### src/rtl/cmat_pkg.sv
// Shared definitions for the 2x2 complex matrix multiplier: widths, FSM encoding
// and the element packing order (x00, x01, x10, x11 from LSB).
package cmat_pkg;

    localparam int unsigned CMAT_DW = 8;
    localparam int unsigned CMAT_PW = 2 * CMAT_DW + 1;
    localparam int unsigned CMAT_AW = 2 * CMAT_DW + 2;

    localparam logic [1:0] IDLE = 2'd0;
    localparam logic [1:0] CALC = 2'd1;
    localparam logic [1:0] DONE = 2'd2;

    // Element index within a packed matrix bus is {row, col}
    localparam logic [1:0] E00 = 2'd0;
    localparam logic [1:0] E01 = 2'd1;
    localparam logic [1:0] E10 = 2'd2;
    localparam logic [1:0] E11 = 2'd3;

endpackage

### src/rtl/cplx_mul.sv
// Combinational signed complex multiplier; full-precision PW-bit result components.
module cplx_mul
    import cmat_pkg::*;
#(
    parameter int unsigned DW = CMAT_DW,
    localparam int unsigned PW = 2 * DW + 1
) (
    input  logic signed [DW-1:0] ar,
    input  logic signed [DW-1:0] ai,
    input  logic signed [DW-1:0] br,
    input  logic signed [DW-1:0] bi,
    output logic signed [PW-1:0] p_re,
    output logic signed [PW-1:0] p_im
);

    logic signed [PW-1:0] ar_x, ai_x, br_x, bi_x;

    assign ar_x = {{(PW-DW){ar[DW-1]}}, ar};
    assign ai_x = {{(PW-DW){ai[DW-1]}}, ai};
    assign br_x = {{(PW-DW){br[DW-1]}}, br};
    assign bi_x = {{(PW-DW){bi[DW-1]}}, bi};

    assign p_re = ar_x * br_x - ai_x * bi_x;
    assign p_im = ar_x * bi_x + ai_x * br_x;

endmodule

### src/rtl/cmat2x2_mul_seq.sv
// Sequential 2x2 complex matrix multiply C = A x B, one element product per cycle
// through a shared cplx_mul, result presented on a valid/ready output.
module cmat2x2_mul_seq
    import cmat_pkg::*;
#(
    parameter int unsigned DW = CMAT_DW,
    localparam int unsigned PW = 2 * DW + 1,
    localparam int unsigned AW = 2 * DW + 2
) (
    input  logic            clk,
    input  logic            rst,
    input  logic            in_valid,
    output logic            in_ready,
    input  logic [4*DW-1:0] a_re,
    input  logic [4*DW-1:0] a_im,
    input  logic [4*DW-1:0] b_re,
    input  logic [4*DW-1:0] b_im,
    output logic            out_valid,
    input  logic            out_ready,
    output logic [4*AW-1:0] c_re,
    output logic [4*AW-1:0] c_im
);

    logic [1:0]           state_q, state_d;
    logic [2:0]           cnt_q;
    logic [4*DW-1:0]      ar_q, ai_q, br_q, bi_q;
    logic signed [AW-1:0] acc_re_q, acc_im_q;
    logic [4*AW-1:0]      c_re_q, c_im_q;

    logic                 row, col, kk;
    logic [1:0]           a_idx, b_idx, c_idx;
    logic signed [DW-1:0] sel_ar, sel_ai, sel_br, sel_bi;
    logic signed [PW-1:0] p_re, p_im;
    logic signed [AW-1:0] p_re_x, p_im_x;

    // cnt = {i, j, k}: product A[i][k] x B[k][j], accumulated over k into C[i][j]
    assign {row, col, kk} = cnt_q;
    assign a_idx = {row, kk};
    assign b_idx = {kk, col};
    assign c_idx = {row, col};

    always_comb begin
        sel_ar = ar_q[a_idx*DW +: DW];
        sel_ai = ai_q[a_idx*DW +: DW];
        sel_br = br_q[b_idx*DW +: DW];
        sel_bi = bi_q[b_idx*DW +: DW];
    end

    cplx_mul #(
        .DW(DW)
    ) u_mul (
        .ar  (sel_ar),
        .ai  (sel_ai),
        .br  (sel_br),
        .bi  (sel_bi),
        .p_re(p_re),
        .p_im(p_im)
    );

    assign p_re_x = {{(AW-PW){p_re[PW-1]}}, p_re};
    assign p_im_x = {{(AW-PW){p_im[PW-1]}}, p_im};

    always_comb begin
        state_d = state_q;
        unique case (state_q)
            IDLE:    if (in_valid) state_d = CALC;
            CALC:    if (c_idx == E11 && kk) state_d = DONE;
            DONE:    if (out_ready) state_d = IDLE;
            default: state_d = IDLE;
        endcase
    end

    always_ff @(posedge clk or posedge rst) begin
        if (rst) begin
            state_q  <= IDLE;
            cnt_q    <= '0;
            ar_q     <= '0;
            ai_q     <= '0;
            br_q     <= '0;
            bi_q     <= '0;
            acc_re_q <= '0;
            acc_im_q <= '0;
            c_re_q   <= '0;
            c_im_q   <= '0;
        end else begin
            state_q <= state_d;
            if (state_q == IDLE && in_valid) begin
                ar_q  <= a_re;
                ai_q  <= a_im;
                br_q  <= b_re;
                bi_q  <= b_im;
                cnt_q <= '0;
            end else if (state_q == CALC) begin
                cnt_q <= cnt_q + 3'd1;
                if (!kk) begin
                    acc_re_q <= p_re_x;
                    acc_im_q <= p_im_x;
                end else begin
                    c_re_q[c_idx*AW +: AW] <= acc_re_q + p_re_x;
                    c_im_q[c_idx*AW +: AW] <= acc_im_q + p_im_x;
                end
            end
        end
    end

    assign in_ready  = (state_q == IDLE);
    assign out_valid = (state_q == DONE);
    assign c_re      = c_re_q;
    assign c_im      = c_im_q;

endmodule

### config.mk
export PLATFORM = sky130hd
export DESIGN_NAME = cmat2x2_mul_seq
export DESIGN_NICKNAME = d
export VERILOG_FILES = /design/src/rtl/cmat_pkg.sv /design/src/rtl/cplx_mul.sv /design/src/rtl/cmat2x2_mul_seq.sv
export SDC_FILE = /design/constraint.sdc
export NUM_CORES = 2
export LEC_CHECK = 0
export CAP_MARGIN = 20
export CORE_AREA = 5 5 254 306
export CTS_CLUSTER_SIZE = 25
export DETAILED_ROUTE_END_ITERATION = 6
export DIE_AREA = 0 0 259 311
export SLEW_MARGIN = 20
export SYNTH_ARGS = -nofsm -noshare
export SYNTH_HDL_FRONTEND = slang
export SYNTH_SLANG_ARGS = --single-unit
### constraint.sdc
create_clock -name clk -period 14.4 [get_ports clk]
set_clock_uncertainty 0.2 [all_clocks]
set_input_delay 2.16 -clock clk [delete_from_list [all_inputs] [get_ports clk]]
set_output_delay 2.16 -clock clk [all_outputs]
set_load 0.005 [all_outputs]
* Yosys cells after proc, flatten, opt, wreduce, memory -nomap -nowiden
Cells that the tools add are included.
** Word-level totals
- Register bits :: 311
- Output and inout bits :: 146
** Operators by class
- Add/subtract/negate cells :: 6
- Multiply operators :: 5
- Equality and inequality tests :: 6
- Shifts and indexed selects :: 7
- Multiplexer cells :: 8
- Bitwise operators :: 2
- Reduce and logical (&&, ||, !) cells :: 7
** Operators by type and width (count)
- $bwmux 72 :: 2
- $shiftx 18x34->72 :: 2
- $shiftx 32x6->8 :: 4
- $shift 18x34->72 const A :: 1
- $mul 8x8->16 :: 4
- $add 17x17->18 :: 2
- $neg 7->34 :: 1
- $add 16x16->17 :: 1
- $sub 16x16->17 :: 1
- $reduce_and 3->1 :: 3
- $mul 2x4->6 const B :: 1
- $mux 2 :: 3
- $mux 3 :: 2
- $pmux 2 s3 :: 1
- $eq 2x2->1 const B :: 2
- $ne 2x2->1 const B :: 2
- $add 3x1->3 const B :: 1
- $eq 2x1->1 const B :: 1
- $logic_and 1x1->1 :: 2
- $logic_not 2->1 :: 1
- $ne 2x1->1 const B :: 1
- $not 1->1 :: 2
- $reduce_bool 2->1 :: 1

* Depth between registers and ports, before layout
- Depth after elaboration :: 6
- Depth in mapped cells :: 38
- Depth with buffers taken out :: 34

* Cells and area by module
A second synthesis with hierarchy kept.
** Second synthesis, totals
- Cell total of the unflattened synthesis :: 2589
- Area, all modules :: 26706.9 um^2
** By module, submodules not included
- cmat2x2_mul_seq :: times used 1, cells each 1431, area an instance 15911.5 um^2
- cplx_mul :: times used 1, cells each 1158, area an instance 10795.4 um^2

* Worst setup path after synthesis
Ideal clock, no wire load.
- Path type :: register to register
- From :: register cnt_q[0]
- To :: register c_re_q[20] (netlist: c_re[20])
- Data arrival time :: 8.529 ns
- Data required time :: 14.080 ns
- Setup slack :: 5.551 ns
- Cell stages (with the launch flop) :: 34
- Buffers on the path :: 4
- Clock period less this slack :: 8.849 ns
- Cell sequence :: dfrtp_1 > buf_2 > buf_1 > buf_2 > mux2i_1 > nand2_1 > o21ai_1 > clkinv_1 > nand2_1 > fa_1 > fa_1 > inv_1 > fa_1 > fa_1 > fa_1 > inv_1 > fa_1 > inv_1 > ha_1 > o2111a_1 > a21o_1 > o41ai_1 > xnor2_1 > ha_1 > clkbuf_1 > nand4_1 > a21oi_1 > a211oi_1 > o21ai_1 > o31ai_2 > xnor2_2 > and3_1 > a311o_1 > a31o_2
** On the way
- Cells in the longest elaborated chain, start to end :: 6
- Elaborated cells between the ends (all ways) :: 11
- Those cells by class :: 2 x add/sub; 2 x mul; 5 x shift; 1 x mux; 1 x reduce/logical
** RTL lines
- start, declared :: line cmat2x2_mul_seq.sv:25 : logic [2:0] cnt_q;
- start signal, assigned :: line cmat2x2_mul_seq.sv:94 : cnt_q <= cnt_q + 3'd1;
- $shiftx 32x6->8 (on tied branches)
- $mul 8x8->16 :: line cplx_mul.sv:23 : assign p_re = ar_x * br_x - ai_x * bi_x;
- $sub 16x16->17 (*) :: line cplx_mul.sv:23
- net p_re[13] :: line cmat2x2_mul_seq.sv:33 : logic signed [PW-1:0] p_re, p_im;
- $add 17x17->18 (*) :: line cmat2x2_mul_seq.sv:99 : c_re_q[c_idx*AW +: AW] <= acc_re_q + p_re_x;
- $shiftx 18x34->72 (*) :: line cmat2x2_mul_seq.sv:99
- $bwmux 72 (*) :: line cmat2x2_mul_seq.sv:99
- end signal, assigned by index :: line cmat2x2_mul_seq.sv:99
- end, declared :: line cmat2x2_mul_seq.sv:28 : logic [4*AW-1:0] c_re_q, c_im_q;
Mark *: on every way through the listed nets, which the timed path passes. The rest lies on a longest branch.
A chain may end at the register's enable or synchronous reset.

* Worst setup path after layout
- From :: register cnt_q[0]
- To :: register c_re_q[69] (netlist: c_re[69])
The elaborated chain is that of the path after synthesis.

==> qor.csv <==
stage,metric,value,unit
run_status,status,completed,
grt,grt_pass1_wl,128100,um
finish,drive_gt1_frac,0.1153,
clock_tree,cts_root_buffer,clkbuf_16,
critical_path,start_kind,flip-flop,
floorplan,die_h,311,um
critical_path,cp.arrival,10.83,ns
critical_path,endpoint,c_re[69]$_DFFE_PP0P_,
timing,worstMarginPinSlew,1.088,ns
synthesis,avgSynthCellArea,10.01,um2
critical_path,r2r_cells,27,
critical_path,reg2reg_from,cnt_q[0]$_DFFE_PP0P_,
grt,grt_pass1_vias,21250,
timing,slew_violations,0,
critical_path,r2r_end,c_re[69]$_DFFE_PP0P_,
place,place_area,0.03048,mm2
finish,n_fill_cell,7302,
grt,gr-total-overflow,0,
critical_path,regToRegSetupSlack,3.79,ns
synthesis,yosysTopAreaCellShare,0.2935,
synthesis,yosys.area.top_type,dfrtp_1,
synthesis,synthesis.area,0.02651,mm2
clock_tree,insertion_delay,0.60,ns
timing,tns,0,ns
finish,utilization,0.4262,
place,place.port_buffers,277,
clock_tree,ctsHoldBuffers,0,
timing,hold_viol_final,0,
floorplan,initial_core_util,0.3561,
clock_tree,cts_resized,0,
finish,layout.nets,3463,
drt,drt-total-wl,82100,um
synthesis,ys_dominant_reg_cell,dfrtp_1,
drt,ant_nets,0,
critical_path,cp.required,14.62,ns
synthesis,netlist_instances,2648,
critical_path,worstSetupEndpointType,flip-flop,
drt,drt_iter0_markers,1437,
clock_tree,post-cts-setup-buffer-count,0,
finish,area_growth,19.69,%
timing,setup_viol,0,
floorplan,coreArea,0.07446,mm2
floorplan,num_rows,110,
critical_path,cp_max_fo,77,
clock_tree,cts_buffer_depth,3,
worst_hold_path,hold_class,flip-flop to flip-flop,
synthesis,ys_seq_area_frac,0.2935,
grt,antenna_found_initial,1,
finish,design_area,0.03173,mm2
critical_path,critPathLaunch,cnt_q[0]$_DFFE_PP0P_,
floorplan,io_pins,278,
grt,grt_max_degree,131,
place,dpl.hpwl,62920,um
timing,rsz0062_at_grt,false,
clock_tree,cts_buffers,38,
drt,via_per_inst,5.153,
floorplan,dieArea,0.08055,mm2
synthesis,synth_cell_types,79,
synthesis,synth_edf_count,0,
timing,min_period_over_period,0.7370,
clock_tree,cts_tree,yes,
drt,wl_per_cell,20.88,um
clock_tree,htreeDepth,2,
timing,min_period,10.61,ns
clock_tree,clkTransAtPathRegs,0.06,ns
drt,drc,0,
place,gp_congestion,0.9309,
timing,max_freq,0.09422,GHz
synthesis,syn_nets,3213,
drt,firstDrtPassIters,6,
synthesis,synthesis.yosys.warnings,0,
critical_path,critPathKind,flip-flop to flip-flop,
drt,vias,20260,
synthesis,synthArstFlopShare,1.000,
clock_tree,clock-sinks,311,
grt,grt.total_usage,0.2027,
timing,relSlewSlack,0.2698,
flow_run,drv_cap,0,
synthesis,yosys-top-cells-area,"dfrtp_1 (29%), fa_1 (21%), mux2_2 (8.3%)",
floorplan,die_w,259,um
synthesis,yosys_register_bits,311,
[how the worst min path moves through the flow]
stage / startpoint / to / slack, ns / cells after the start
global route: c_im[43]$_DFFE_PP0P_ / c_im[43]$_DFFE_PP0P_ / 0.30 / 2
CTS: c_im[51]$_DFFE_PP0P_ / c_im[51]$_DFFE_PP0P_ / 0.28 / 2
global placement: c_im[51]$_DFFE_PP0P_ / c_im[51]$_DFFE_PP0P_ / 0.26 / 2
floorplan: acc_im_q[3]$_DFFE_PP0P_ / acc_im_q[3]$_DFFE_PP0P_ / 0.26 / 2
finish: c_re[51]$_DFFE_PP0P_ / c_re[51]$_DFFE_PP0P_ / 0.28 / 2
detailed placement: c_im[51]$_DFFE_PP0P_ / c_im[51]$_DFFE_PP0P_ / 0.27 / 2
[Yosys cell counts, drive strengths merged (28+ instances only)]
cell type	count
inv	387
dfrtp	311
fa	281
nand2	250
nor2	244
mux2	195
ha	152
o21ai	115
clkbuf	99
a22o	69
xnor2	67
a21oi	60
mux2i	45
o21a	37
nor3	28
[state kept, by name, summed over array words and instances, names as in the netlist]
register  count
bi_q         32
state_q       2
ar_q         32
ai_q         32
cnt_q         3
c_re         72
c_im         72
br_q         32
acc_im_q     17
acc_re_q     17
[through the flow]
stage	setup WS (ns)	hold WS [ns]	instances
detailed placement	3.945	0.2697	3865
global route	3.285	0.3032	3932
floorplan	3.439	0.2563	2648
finish	3.787	0.2784	3932
global placement	4.098	0.2629	3865
CTS	3.946	0.2833	3930
[cell families (layout without fill, tap and decap cells)]
| group | after synthesis | in the layout | share of synthesized area |
|---|---|---|---|
| xor gates and xnor gates | 73 | 73 | 0.02440 |
| DFF | 311 | 311 | 0.2935 |
| other | 0 | 1 | 0 |
| buffers and inverters | 501 | 776 | 0.07107 |
| muxes | 247 | 247 | 0.1058 |
| AOI/OAI and AO/OA | 454 | 454 | 0.1212 |
| and+or+nand+nor | 629 | 629 | 0.1001 |
| adders and majority gates | 433 | 433 | 0.2839 |
[worst max-delay path, cell delays in order, from the launching register on]
cell	delay (ns)
dfrtp_2	0.33
buf_4	0.69
mux2_2	0.42
o21ai_1	0.73
clkinv_1	0.66
nand2_1	0.24
fa_1	0.45
fa_1	0.49
inv_1	0.05
fa_1	0.48
fa_1	0.50
fa_1	0.49
inv_1	0.05
fa_1	0.47
inv_1	0.04
ha_1	0.33
o2111a_1	0.26
a21o_1	0.18
o41ai_1	0.46
xnor2_1	0.19
ha_1	0.49
nand4_1	0.21
o41ai_1	0.59
a21oi_1	0.16
xnor2_1	0.19
mux2i_1	0.30
a2bb2oi_1	0.62
o21ai_0	0.14
[cell usage in the layout, fill, tap and decap left out, types with 7 or more instances in the layout]
cell,Yosys,layout
o221ai_1,12,12
o21ai_1,21,22
and2_1,19,18
a22oi_1,9,9
o21bai_1,8,8
nand3_1,25,25
mux2i_1,45,45
a22o_1,69,69
nor3_1,28,27
a31oi_1,13,13
mux4_2,7,7
clkdlybuf4s50_1,0,277
a211o_1,8,8
a21o_1,19,19
a21oi_1,58,58
buf_4,0,45
mux2_2,195,195
a221oi_1,8,8
nor2_1,244,244
clkbuf_1,99,8
a211oi_1,9,9
inv_1,386,385
fa_1,281,281
nand2_1,250,250
dfrtp_1,311,308
nand2b_1,15,15
o21a_1,37,37
nor2b_1,14,14
clkbuf_16,0,38
o31ai_1,9,9
ha_1,152,152
o211ai_1,10,10
o21ai_0,93,91
xnor2_1,66,66
[layer usage]
layer / vias to the layer above / part of all wire / track usage
met3: 192 / 0.061 / 0.03092
met2: 732 / 0.50 / 0.3558
li1: 9311 / - / -
met1: 10030 / 0.39 / 0.2504
met4: 0 / 0.047 / 0.07982
met5: - / 0 / 0
[area by class of cell]
cell class | instances | area, um2 | area share
multi-input cells | 1836 | 16860 | 0.5312
flip-flops and latches | 311 | 7789 | 0.2454
repair buffers | 322 | 3110 | 0.09802
inverters | 389 | 1468 | 0.04625
well taps | 1008 | 1261 | 0.03974
clock buffers | 47 | 994.7 | 0.03135
clock inverters | 18 | 251.5 | 0.007925
diodes | 1 | 2.502 | 0.00007886
Power is not shown: default switching activity piles up to over one toggle a cycle in this logic, so the estimate is an artifact.
